**src/rtl/decode_pkg.sv**
```systemverilog
// Shared decode types and helpers.
// Packet widths, register index type, onehot decode.
package decode_pkg;

  localparam int PAYLOAD_W = 128;
  localparam int NUM_REGS  = 32;

  function automatic int reg_aw(input int n);
    return (n > 1) ? $clog2(n) : 1;
  endfunction

  localparam int REG_AW = reg_aw(NUM_REGS);

  typedef logic [REG_AW-1:0] reg_idx_t;

  localparam reg_idx_t X0 = '0;

  function automatic logic [NUM_REGS-1:0] onehot(
    input reg_idx_t r
  );
    onehot    = '0;
    onehot[r] = 1'b1;
  endfunction

endpackage

```
**src/rtl/reg_scoreboard.sv**
```systemverilog
// Pending-write scoreboard with same-cycle write-back release.
// Priority per bit: clear-all > issue set > write-back clear.
module reg_scoreboard #(
  parameter int NUM_REGS = 32,
  parameter int REG_AW   = $clog2(NUM_REGS)
) (
  input  logic              clk_i,
  input  logic              rst_i,
  input  logic [REG_AW-1:0] rs1_i,
  input  logic              rs1_used_i,
  input  logic [REG_AW-1:0] rs2_i,
  input  logic              rs2_used_i,
  input  logic [REG_AW-1:0] rd_i,
  input  logic              rd_write_i,
  input  logic              set_i,
  input  logic              wb_valid_i,
  input  logic [REG_AW-1:0] wb_rd_i,
  input  logic              clear_i,
  output logic              hazard_o
);

  logic [NUM_REGS-1:0] sb;
  logic [NUM_REGS-1:0] sb_eff;
  logic [NUM_REGS-1:0] wb_mask;
  logic [NUM_REGS-1:0] set_mask;
  logic                rd_live;

  assign rd_live = rd_write_i && (rd_i != '0);

  // Decode write-back release and issue set masks.
  always_comb begin
    wb_mask  = '0;
    set_mask = '0;
    if (wb_valid_i)
      wb_mask[wb_rd_i] = 1'b1;
    if (set_i && rd_live)
      set_mask[rd_i] = 1'b1;
  end

  assign sb_eff = sb & ~wb_mask;

  // Head hazard against the released view; x0 never conflicts.
  always_comb begin
    hazard_o = 1'b0;
    if (rs1_used_i && rs1_i != '0 && sb_eff[rs1_i])
      hazard_o = 1'b1;
    if (rs2_used_i && rs2_i != '0 && sb_eff[rs2_i])
      hazard_o = 1'b1;
    if (rd_live && sb_eff[rd_i])
      hazard_o = 1'b1;
  end

  // Pending bits: clear-all wins, set beats write-back clear.
  always_ff @(posedge clk_i or negedge rst_i) begin
    if (!rst_i)
      sb <= '0;
    else if (clear_i)
      sb <= '0;
    else
      sb <= sb_eff | set_mask;
  end

endmodule

```
**src/rtl/decode_issue_queue.sv**
```systemverilog
// Decode-to-execute issue FIFO with hazard-gated head issue.
// Storage and pointers here; pending writes in reg_scoreboard.
module decode_issue_queue
  import decode_pkg::*;
#(
  parameter int DEPTH     = 4,
  parameter int PAYLOAD_W = decode_pkg::PAYLOAD_W,
  parameter int NUM_REGS  = decode_pkg::NUM_REGS,
  localparam int REG_AW   = reg_aw(NUM_REGS),
  localparam int AW       = $clog2(DEPTH),
  localparam int CW       = $clog2(DEPTH + 1)
) (
  input  logic                 clk_i,
  input  logic                 rst_i,
  input  logic                 enq_valid_i,
  output logic                 enq_ready_o,
  input  logic [PAYLOAD_W-1:0] enq_payload_i,
  input  logic [REG_AW-1:0]    enq_rs1_i,
  input  logic                 enq_rs1_used_i,
  input  logic [REG_AW-1:0]    enq_rs2_i,
  input  logic                 enq_rs2_used_i,
  input  logic [REG_AW-1:0]    enq_rd_i,
  input  logic                 enq_rd_write_i,
  output logic                 iss_valid_o,
  input  logic                 iss_ready_i,
  output logic [PAYLOAD_W-1:0] iss_payload_o,
  output logic [REG_AW-1:0]    iss_rd_o,
  output logic                 iss_rd_write_o,
  input  logic                 wb_valid_i,
  input  logic [REG_AW-1:0]    wb_rd_i,
  input  logic                 stall_i,
  input  logic                 flush_i,
  input  logic                 flush_scoreboard_i,
  output logic [CW-1:0]        count_o,
  output logic                 empty_o,
  output logic                 full_o,
  output logic                 hazard_stall_o
);

  logic [PAYLOAD_W-1:0] pay_q [DEPTH];
  logic [REG_AW-1:0]    rs1_q [DEPTH];
  logic [REG_AW-1:0]    rs2_q [DEPTH];
  logic [REG_AW-1:0]    rd_q  [DEPTH];
  logic [DEPTH-1:0]     u1_q;
  logic [DEPTH-1:0]     u2_q;
  logic [DEPTH-1:0]     w_q;

  logic [AW-1:0] rd_ptr;
  logic [AW-1:0] wr_ptr;
  logic [CW-1:0] count;
  logic          hazard;
  logic          enq_fire;
  logic          iss_fire;

  assign count_o     = count;
  assign empty_o     = (count == '0);
  assign full_o      = (count == CW'(DEPTH));
  assign enq_ready_o = !full_o;

  assign enq_fire = enq_valid_i && !full_o && !flush_i;

  assign iss_valid_o = !empty_o && !hazard &&
                       !stall_i && !flush_i;
  assign iss_fire    = iss_valid_o && iss_ready_i;

  assign hazard_stall_o = !empty_o && hazard;

  assign iss_payload_o  = pay_q[rd_ptr];
  assign iss_rd_o       = rd_q[rd_ptr];
  assign iss_rd_write_o = w_q[rd_ptr];

  // Packet storage; contents need no reset.
  always_ff @(posedge clk_i) begin
    if (enq_fire) begin
      pay_q[wr_ptr] <= enq_payload_i;
      rs1_q[wr_ptr] <= enq_rs1_i;
      rs2_q[wr_ptr] <= enq_rs2_i;
      rd_q[wr_ptr]  <= enq_rd_i;
      u1_q[wr_ptr]  <= enq_rs1_used_i;
      u2_q[wr_ptr]  <= enq_rs2_used_i;
      w_q[wr_ptr]   <= enq_rd_write_i;
    end
  end

  // Pointers and occupancy; flush empties the queue.
  always_ff @(posedge clk_i or negedge rst_i) begin
    if (!rst_i) begin
      rd_ptr <= '0;
      wr_ptr <= '0;
      count  <= '0;
    end else if (flush_i) begin
      rd_ptr <= '0;
      wr_ptr <= '0;
      count  <= '0;
    end else begin
      if (enq_fire)
        wr_ptr <= wr_ptr + 1'b1;
      if (iss_fire)
        rd_ptr <= rd_ptr + 1'b1;
      if (enq_fire && !iss_fire)
        count <= count + 1'b1;
      else if (!enq_fire && iss_fire)
        count <= count - 1'b1;
    end
  end

  reg_scoreboard #(
    .NUM_REGS (NUM_REGS),
    .REG_AW   (REG_AW)
  ) u_sb (
    .clk_i      (clk_i),
    .rst_i      (rst_i),
    .rs1_i      (rs1_q[rd_ptr]),
    .rs1_used_i (u1_q[rd_ptr]),
    .rs2_i      (rs2_q[rd_ptr]),
    .rs2_used_i (u2_q[rd_ptr]),
    .rd_i       (rd_q[rd_ptr]),
    .rd_write_i (w_q[rd_ptr]),
    .set_i      (iss_fire),
    .wb_valid_i (wb_valid_i),
    .wb_rd_i    (wb_rd_i),
    .clear_i    (flush_scoreboard_i),
    .hazard_o   (hazard)
  );

endmodule

```
**config.mk**
```make
export PLATFORM = sky130hd
export DESIGN_NAME = decode_issue_queue
export DESIGN_NICKNAME = d
export VERILOG_FILES = /design/src/rtl/decode_pkg.sv /design/src/rtl/reg_scoreboard.sv /design/src/rtl/decode_issue_queue.sv
export SDC_FILE = /design/constraint.sdc
export NUM_CORES = 1
export LEC_CHECK = 0
export CORE_MARGIN = 3
export CORE_UTILIZATION = 45
export DETAILED_ROUTE_END_ITERATION = 6
export PLACE_DENSITY = 0.75
export RECOVER_POWER = 50
export SYNTH_ARGS = -nofsm -noshare
export SYNTH_HDL_FRONTEND = slang
export SYNTH_SLANG_ARGS = --single-unit
```
**constraint.sdc**
```tcl
create_clock -name clk_i -period 9.7 [get_ports clk_i]
set_input_delay 1.455 -clock clk_i [delete_from_list [all_inputs] [get_ports clk_i]]
set_output_delay 1.455 -clock clk_i [all_outputs]
set_load 0.005 [all_outputs]
```
==> run metrics, run 1 <==
drt pass-1 iters=4; Netlist cell types=between 60 and 70; largest net degree at the start of global routing=86; Initial DRC Count=881; CP Max Fanout=85; PortBufs=300; Post-Syn Instances=roughly 1,200; Synth Flop Type=edfxtp_1; PnR worst setup slack=around 3.2 ns; initial antenna violation count=23; Synth area leaders=edfxtp_1, mux4_2, dfrtp_1; DP Worst Slack=3.31 ns; core area=around 0.053 mm^2; Area Growth Syn to Fin=23.5%; RSZ-0062 raised after global routing=no; skew final=0.0264 ns; DP Area=approximately 0.028 mm^2; VDD IR-drop max=between 0.15 and 0.2 mV; htree depth=3; clock-pin slew on the worst setup and hold paths=approximately 0.060 ns; Initial Utilization=between 40 and 50%; GR Util All Layers=approximately 20%; flops & latches, synth=just over 600; Peak Freq=between 150 and 200 MHz; Yosys top cell area share=between 70% and 80%; largest area contributor in the netlist=edfxtp_1; synth cell count leaders=edfxtp_1, mux4_2, mux2i_1; post-CTS sizing=0; Post-Route WL=around 57 mm; Post-synth ARST share=6.26%; first-pass GRT wire length=around 85 mm; routed via count=between 10,000 and 15,000; # fillers=approximately 4,000; Die Width=about 240 um; crit share post-route=67.2%; CTS max path bufs=3; CP Launch Type=register; Final setup viols=0; Root Buffer=clkbuf_16; Final Util=a little under three fifths; Non-Filler Instances=between 2,000 and 2,500; Fin Hold WS=around 0.56 ns; GRT Residual Overflow=0; Arr. time, crit path=about 5.1 ns; WL per Instance=roughly 25 um; Pins Over Slew Limit=150; GPL Wtd Cong=0.891; min Tclk post-route=6.52 ns; Die ar.=approximately 0.057 mm^2; mapped cell area=about 0.025 mm^2; Synth Area per Inst=roughly 21 um^2; num rows=84; CTS Sinks=623; Post-DRT Antenna Nets=0; die height=approximately 240 um; failing checks=capacitance limit, slew limit; count leader, synth=edfxtp_1; critical path endpoint category=primary output; CP Data Required Time=between 8 and 9 ns; status=finished, violations left; hold buffers post-CTS=0; Hold Vio Cnt, Final=0; class of the worst hold path=register to register; via-per-instance ratio=approximately 5.7; Inserted Clock Buffers=66; Rel. slew slack=-124%; MaxCap Viol Count=4; vias in the first global route=~13,000; crit path kind=register to primary output; power per cell area=around 210 mW/mm^2; DP HPWL=between 30 and 40 mm; LEAKAGE=9.65 nW; number of flops mapped to enable cells by yosys=584; Worst Tran Pin Value=approximately 3.4 ns; nets=roughly 1,700; Yosys warnings=0; dpl cells=~2,100; Seq/Total Area, Yosys=around 75%; postcts setup bufs=0; Final Cell Area=roughly 0.030 mm^2; clk_lat worst skew=around 0.6 ns; # DRC=0; IO Count=around 300; CTS tree=yes; syn_nets=1,341; fraction of layout cells with a size suffix above 1=between 15 and 20%; TNS Setup=0 ns; Total Power=between 6 and 7 mW
logic make-up after synthesis:
logic type      count (synthesis)  share of synthesized area, %
simple gates                  130                          2.84
fa+ha+maj                       5                         0.286
mux                           203                          15.9
compound gates                129                          3.59
flops                         623                          75.4
xor+xnor                        9                         0.474
buf+inv                        78                          1.51
critical path: stages (launching register included):
cell and delay (ns):
dfrtp_4 0.83, buf_12 0.59, mux4_2 0.89, xnor2_4 0.26
a311oi_1 0.32, nor3_1 0.08, a2111oi_0 0.50, a22oi_2 0.15
a31oi_1 0.23, clkdlybuf4s50_1 0.57
path summary, 6_finish.rpt:
check | from | cells after the start | endpoint | slack (ns)
hold reg to reg | u_sb.sb[0] | 2 | u_sb.sb[0] | 0.56
min in group asynchronous | rst_i | 1 | u_sb.sb[18] | 1.53
setup / recovery | rd_ptr[0] | 9 | hazard_stall_o | 3.18
max in group asynchronous | rst_i | 1 | rd_ptr[1] | 6.60
hold / removal | u_sb.sb[0] | 2 | u_sb.sb[0] | 0.56
setup reg to reg | count_o[0] | 6 | pay_q[0][15] | 4.25
cells in the final DEF, fill, tap and decap left out, types with 12 or more instances in the layout:
cell type / n
clkbuf_1: 13
clkbuf_16: 70
clkdlybuf4s50_1: 146
clkinv_1: 12
dfrtp_1: 37
diode_2: 14
dlygate4sd3_1: 153
edfxtp_1: 584
inv_1: 13
mux2i_1: 51
mux4_2: 147
nand2_1: 26
nor2_1: 33
o211ai_1: 23
o21ai_0: 32
o22ai_1: 14
final cells by class:
| class | count | area, um^2 | area share (%) |
|---|---|---|---|
| flip-flops and latches | 623 | 18500 | 61.1 |
| well taps | 688 | 861 | 2.84 |
| clock inverters | 31 | 295 | 0.974 |
| multi-input cells | 476 | 5660 | 18.7 |
| clock buffers | 82 | 1800 | 5.93 |
| inverters | 13 | 48.8 | 0.161 |
| diodes | 14 | 35.0 | 0.116 |
| repair buffers | 312 | 3100 | 10.2 |
power by group:
| group | leakage [nW] | internal (mW) | switching (mW) |
|---|---|---|---|
| logic | 2.79 | 0.427 | 0.438 |
| registers | 5.83 | 3.13 | 0.0489 |
| clock network | 1.03 | 1.45 | 0.986 |
flip-flops by register name, summed over array words and instances, names as in the netlist:
signal   cells
u2_q         4
rs2_q       20
w_q          4
u1_q         4
u_sb.sb     32
rd_ptr       2
rs1_q       20
pay_q      512
wr_ptr       2
count_o      3
rd_q        20
layer usage:
metal  track usage, %  up-vias  wire length (um)
met3             7.76      107              5200
met5                0        -               103
met4             7.04       16              1560
li1                 -     5589                 -
met2             32.0      402             27800
met1             25.2     6542             21800
Note: power is estimated with default switching activity, not from simulation.
==> run 2, diff against run 1 <==
- clock period: 9.7 -> 6 ns (I/O delays scaled with it)
==> run 2 against run 1 <==
  * The flow still finishes with violations (capacitance limit, slew limit)
  * Critical path depth down 4
  * Clock power is 60% higher
  * Register-to-register slack lost 3.3 ns
  * Final area up 0.39%
  * Sequential share of layout area is 0.24 points lower
  * Via count increased by 0.66%
  * Worst hold slack improved by 0.0046 ns
  * Largest cell class unchanged
==> run metrics, run 2 (synthesized netlist as in run 1, its figures left out) <==
hold buffers post-CTS=0 (unchanged); WL per Instance=24.8 um (was 25.2 um); htree depth=3 (unchanged); crit path capture=pay_q[2][68] (was hazard_stall_o); core area=0.0533 mm^2 (unchanged); CP Max Fanout=54 (was 85); Post-Route WL=55.8 mm (was 56.5 mm); IO Count=301 (unchanged); vias in the first global route=13,500 (was 13,400); Initial DRC Count=911 (was 881); skew final=0.0254 ns (was 0.0264 ns); r2r worst-path depth=6 (unchanged); VDD IR-drop max=0.267 mV (was 0.163 mV); Final setup viols=0 (unchanged); power per cell area=343 mW/mm^2 (was 214 mW/mm^2); Hold Vio Cnt, Final=0 (unchanged); # fillers=3,869 (was 3,896); via-per-instance ratio=5.66 (was 5.65); num rows=84 (unchanged); crit share post-route=roughly 90%; status=finished, violations left (unchanged); Hold Crit Start=u_sb.sb[0] (unchanged); Post-DRT Antenna Nets=0 (unchanged); initial antenna violation count=26 (was 23); Die Width=240 um (unchanged); CTS Sinks=623 (unchanged); LEAKAGE=9.69 nW (was 9.65 nW); MaxCap Viol Count=4 (unchanged); most frequent cells in the layout=edfxtp_1, dlygate4sd3_1, mux4_2 (unchanged); Critical Path Max Stage Delay=2.77 ns (was 0.89 ns); Area Growth Syn to Fin=24.0% (was 23.5%); Inserted Clock Buffers=67 (was 66); class of the worst hold path=register to register (unchanged); Biggest register=pay_q (unchanged); fraction of layout cells with a size suffix above 1=17.7% (was 17.4%); cell breakdown of the critical path=dlygate4sd3_1 -> nand2_1 -> nor2_1 -> and2_0 -> buf_12 (was buf_12 -> mux4_2 -> xnor2_4 -> a311oi_1 -> nor3_1 -> a2111oi_0 -> a22oi_2 -> a31oi_1 -> clkdlybuf4s50_1); Peak Freq=185 MHz; DP HPWL=35.6 mm (was 35.5 mm); PortBufs=300 (unchanged); Pins Over Slew Limit=160 (was 150); commonest non-fill, non-tap cell in the layout=edfxtp_1 (unchanged); Initial Utilization=46.1% (unchanged); CP startpoint=enq_valid_i (was rd_ptr[0]); internal reg-to-reg setup slack=0.97 ns (was 4.25 ns); TNS Setup=0 ns (unchanged); nets=1,663 (was 1,656); Largest register FFs=512 (unchanged); CTS max path bufs=3 (unchanged); largest net degree at the start of global routing=60 (was 86); RSZ-0062 raised after global routing=no (unchanged); Fin Hold WS=0.560 ns (was 0.556 ns); die height=240 um (unchanged); biggest registers after layout=pay_q (512), u_sb.sb (32) (unchanged); Die ar.=0.0574 mm^2 (unchanged); GR Util All Layers=19.8% (was 20.0%); Arr. time, crit path=5.63 ns (was 5.06 ns); Rel. slew slack=-151% (was -124%); CP Data Required Time=6.24 ns (was 8.25 ns); routed via count=12,700 (about the same); Worst Tran Pin Value=3.77 ns (was 3.36 ns); critical path endpoint category=register (was primary output); # DRC=0 (unchanged); first-pass GRT wire length=84.6 mm (was 85.2 mm); drt pass-1 iters=5 (was 4); failing checks=capacitance limit, slew limit (unchanged); r2r startpoint=count_o[0] (unchanged); min Tclk post-route=5.39 ns; clk_lat worst skew=0.59 ns (about the same); CTS tree=yes (unchanged); CP Launch Type=input port (was register); GRT Residual Overflow=0 (unchanged); CP max stage cell=and2_0 (was mux4_2); worst r2r dst=pay_q[2][68] (was pay_q[0][15]); clock-pin slew on the worst setup and hold paths=0.05 ns (was 0.06 ns); post-CTS sizing=0 (unchanged); GPL Wtd Cong=0.868 (was 0.891); postcts setup bufs=0 (unchanged); Root Buffer=clkbuf_16 (unchanged); Total Power=10.4 mW (was 6.48 mW); crit path kind=input port to register (was register to primary output)
run 2: changes by cell type in the layout (fill, tap and decap cells not counted), sizes merged:
cell,previous run,this run
clkinvlp,0,2
bufinv,5,4
clkinv,24,27
diode,14,11
clkbuf,83,82
inv,15,19
buf,12,18
run 2: final cells by class:
cell class | count | area, um^2 | area share (%)
tap | 688 | 861 | 2.83
antenna | 11 | 27.5 | 0.0904
sequential | 623 | 18500 | 60.9
inverter | 13 | 48.8 | 0.160
clock inverter | 39 | 323 | 1.06
timing repair buffer | 318 | 3240 | 10.7
clock buffer | 81 | 1750 | 5.75
multi-input combinational | 476 | 5660 | 18.6
run 2: power by group:
part | internal, mW | leakage, nW | switching, mW
Clock | 2.26 | 1.01 | 1.63
Combinational | 0.707 | 2.85 | 0.707
Sequential | 5.06 | 5.83 | 0.0738
run 2: how the worst min path moves through the flow:
stage,endpoint,cells past startpoint
2_1_floorplan,u_sb.sb[0],2
3_3_place_gp,u_sb.sb[0],2
3_5_place_dp,u_sb.sb[0],2
4_1_cts,count_o[2],1
5_1_grt,u_sb.sb[0],2
6_report,u_sb.sb[0],2
run 2: per-stage QoR:
step / std cells / cell area, um^2 / setup slack, ns / utilization, %
finish: 2249 / 30400 / 0.608 / 57.1
CTS: 2238 / 30400 / 0.579 / 57.1
global route: 2241 / 30400 / 0.211 / 57.1
detailed placement: 2118 / 28300 / 0.759 / 53.2
floorplan: 1177 / 24500 / 0.801 / -
global placement: 2118 / 28300 / 0.793 / 53.2
run 2: worst max-delay path, delay by kind of cell:
kind / cells / cell delay [ns]
buffers and inverters: 2 / 0.98
and+or+nand+nor: 3 / 3.65
run 2: routing by layer:
metal / part of all wire (%) / wire length (um) / global-route usage [%]
met1: 39 / 22000 / 25.6
met2: 48 / 26600 / 30.6
met3: 9.8 / 5470 / 8.05
met4: 2.8 / 1560 / 6.87
met5: 0.29 / 161 / 0
==> run 3, diff against run 2 <==
- CORE_ASPECT_RATIO: unset -> 1.1
- CTS_CLUSTER_DIAMETER: unset -> 40
- clock period: 6 -> 6.3 ns (I/O delays scaled with it)
==> run 3 against run 2 <==
  * The flow still finishes with violations (capacitance limit, slew limit)
  * Routed wire length rose by 0.86%
  * Non-clock buffer count rose by 2
  * Total power rose by 3.1%
  * Sequential power fell by 4.9%
  * Final cell count rose by 3.1%
  * Sequential share of layout area fell by 1.3 points
  * Clock power rose by 16%
  * Sequential cell count did not move
  * Via count rose by 1.0%
  * Highest routed layer unchanged
==> run metrics, run 3 (synthesized netlist as in run 1, its figures left out) <==
status=finished, violations left (unchanged); failing checks=capacitance limit, slew limit (unchanged); Root Buffer=clkbuf_16 (unchanged); CP Data Required Time=5.35 ns (was 6.24 ns); Rel. slew slack=-122% (was -151%); crit path kind=register to primary output (was input port to register); via-per-instance ratio=5.55 (was 5.66); CTS tree=yes (unchanged); Area Growth Syn to Fin=26.8% (was 24.0%); CTS Sinks=623 (unchanged); Pins Over Slew Limit=123 (was 160); Hold Vio Cnt, Final=0 (unchanged); PnR worst setup slack=0.906 ns (was 0.608 ns); Post-DRT Antenna Nets=0 (unchanged); first-pass GRT wire length=85.3 mm (was 84.6 mm); die height=251 um (was 240 um); largest net degree at the start of global routing=90 (was 60); core area=0.0538 mm^2 (was 0.0533 mm^2); fraction of layout cells with a size suffix above 1=20.6% (was 17.7%); Peak Freq=around 190 MHz; htree depth=3 (unchanged); MaxCap Viol Count=4 (unchanged); nets=1,680 (was 1,663); vias in the first global route=13,600 (was 13,500); crit share post-route=85.6%; power per cell area=346 mW/mm^2 (was 343 mW/mm^2); Inserted Clock Buffers=82 (was 67); IO Count=301 (unchanged); GPL Wtd Cong=0.915 (was 0.868); clk_lat worst skew=0.61 ns (was 0.59 ns); # fillers=3,884 (was 3,869); skew final=0.0192 ns (was 0.0254 ns); initial antenna violation count=17 (was 26); CP Max Fanout=16 (was 54); Initial Utilization=45.6% (was 46.1%); Die Width=229 um (was 240 um); PortBufs=300 (unchanged); WL per Instance=24.3 um (was 24.8 um); clock-pin slew on the worst setup and hold paths=0.06 ns (was 0.05 ns); GRT Residual Overflow=0 (unchanged); post-CTS sizing=0 (unchanged); GR Util All Layers=19.7% (was 19.8%); Post-Route WL=56.3 mm (was 55.8 mm); CTS max path bufs=3 (unchanged); Initial DRC Count=888 (was 911); biggest registers after layout=pay_q (512), u_sb.sb (32) (unchanged); class of the worst hold path=register to register (unchanged); DP HPWL=34.7 mm (was 35.6 mm); routed via count=12,900 (was 12,700); Biggest register=pay_q (unchanged); most frequent cells in the layout=edfxtp_1, dlygate4sd3_1, mux4_2 (unchanged); critical path endpoint category=primary output (was register); Arr. time, crit path=4.45 ns (was 5.63 ns); num rows=89 (was 84); postcts setup bufs=0 (unchanged); # DRC=0 (unchanged); DP Worst Slack=1.02 ns (was 0.759 ns); LEAKAGE=9.98 nW (was 9.69 nW); drt pass-1 iters=5 (unchanged); TNS Setup=0 ns (unchanged); min Tclk post-route=roughly 5.4 ns; Final setup viols=0 (unchanged); CP Launch Type=register (was input port); Largest register FFs=512 (unchanged); hold buffers post-CTS=0 (unchanged); Worst Tran Pin Value=3.33 ns (was 3.77 ns); commonest non-fill, non-tap cell in the layout=edfxtp_1 (unchanged); VDD IR-drop max=0.285 mV (was 0.267 mV); Die ar.=0.0574 mm^2 (about the same); RSZ-0062 raised after global routing=no (unchanged); Total Power=10.8 mW (was 10.4 mW)
## run 3: metal layers
metal	global-route usage [%]	share of wire, %	vias to the layer above
met4	5.63	2.2	16
li1	-	-	5653
met3	6.83	7.9	110
met1	24.1	38	6690
met2	33.4	52	402
met5	0	0.18	-
## run 3: worst paths after layout
kind	cells after the start	from	end	slack, ns
hold reg to reg	2	u_sb.sb[0]	u_sb.sb[0]	0.55
setup reg to reg	6	count_o[0]	pay_q[2][32]	1.49
hold / removal	2	u_sb.sb[0]	u_sb.sb[0]	0.55
min in group asynchronous	2	rst_i	u_sb.sb[20]	1.13
max in group asynchronous	2	rst_i	rd_ptr[1]	3.55
setup / recovery	9	rd_ptr[0]	iss_valid_o	0.91
## run 3: area by class of cell
class / instances / area (um^2) / share of cell area, %
Clock inverter: 65 / 687 / 2.21
Inverter: 13 / 48.8 / 0.157
Tap cell: 728 / 911 / 2.93
Multi-Input combinational cell: 476 / 5660 / 18.2
Sequential cell: 623 / 18500 / 59.5
Clock buffer: 87 / 2070 / 6.65
Timing Repair Buffer: 320 / 3210 / 10.3
Antenna cell: 7 / 17.5 / 0.0563
## run 3: metrics by stage
step / hold WS (ns) / utilization, % / std cells / instance area [um^2]
after floorplan: 0.502 / - / 1177 / 24500
after global placement: 0.551 / 52.7 / 2160 / 28400
after detailed placement: 0.553 / 52.7 / 2160 / 28400
after CTS: 0.400 / 57.9 / 2312 / 31100
after global routing: 0.594 / 57.8 / 2314 / 31100
final: 0.554 / 57.9 / 2319 / 31100
## run 3: power breakdown
group | switching (mW) | internal (mW)
Clock | 1.88 | 2.65
Combinational | 0.688 | 0.667
Sequential | 0.0699 | 4.81
## run 3: critical path, cell delays in order, from the launching register on
cell,delay (ns)
dfrtp_4,0.61
mux4_2,0.89
xnor2_4,0.47
a211oi_1,0.19
nor4_1,0.32
a311oi_1,0.10
a22oi_2,0.29
nand3_2,0.17
nor4_1,0.22
clkdlybuf4s50_1,0.55
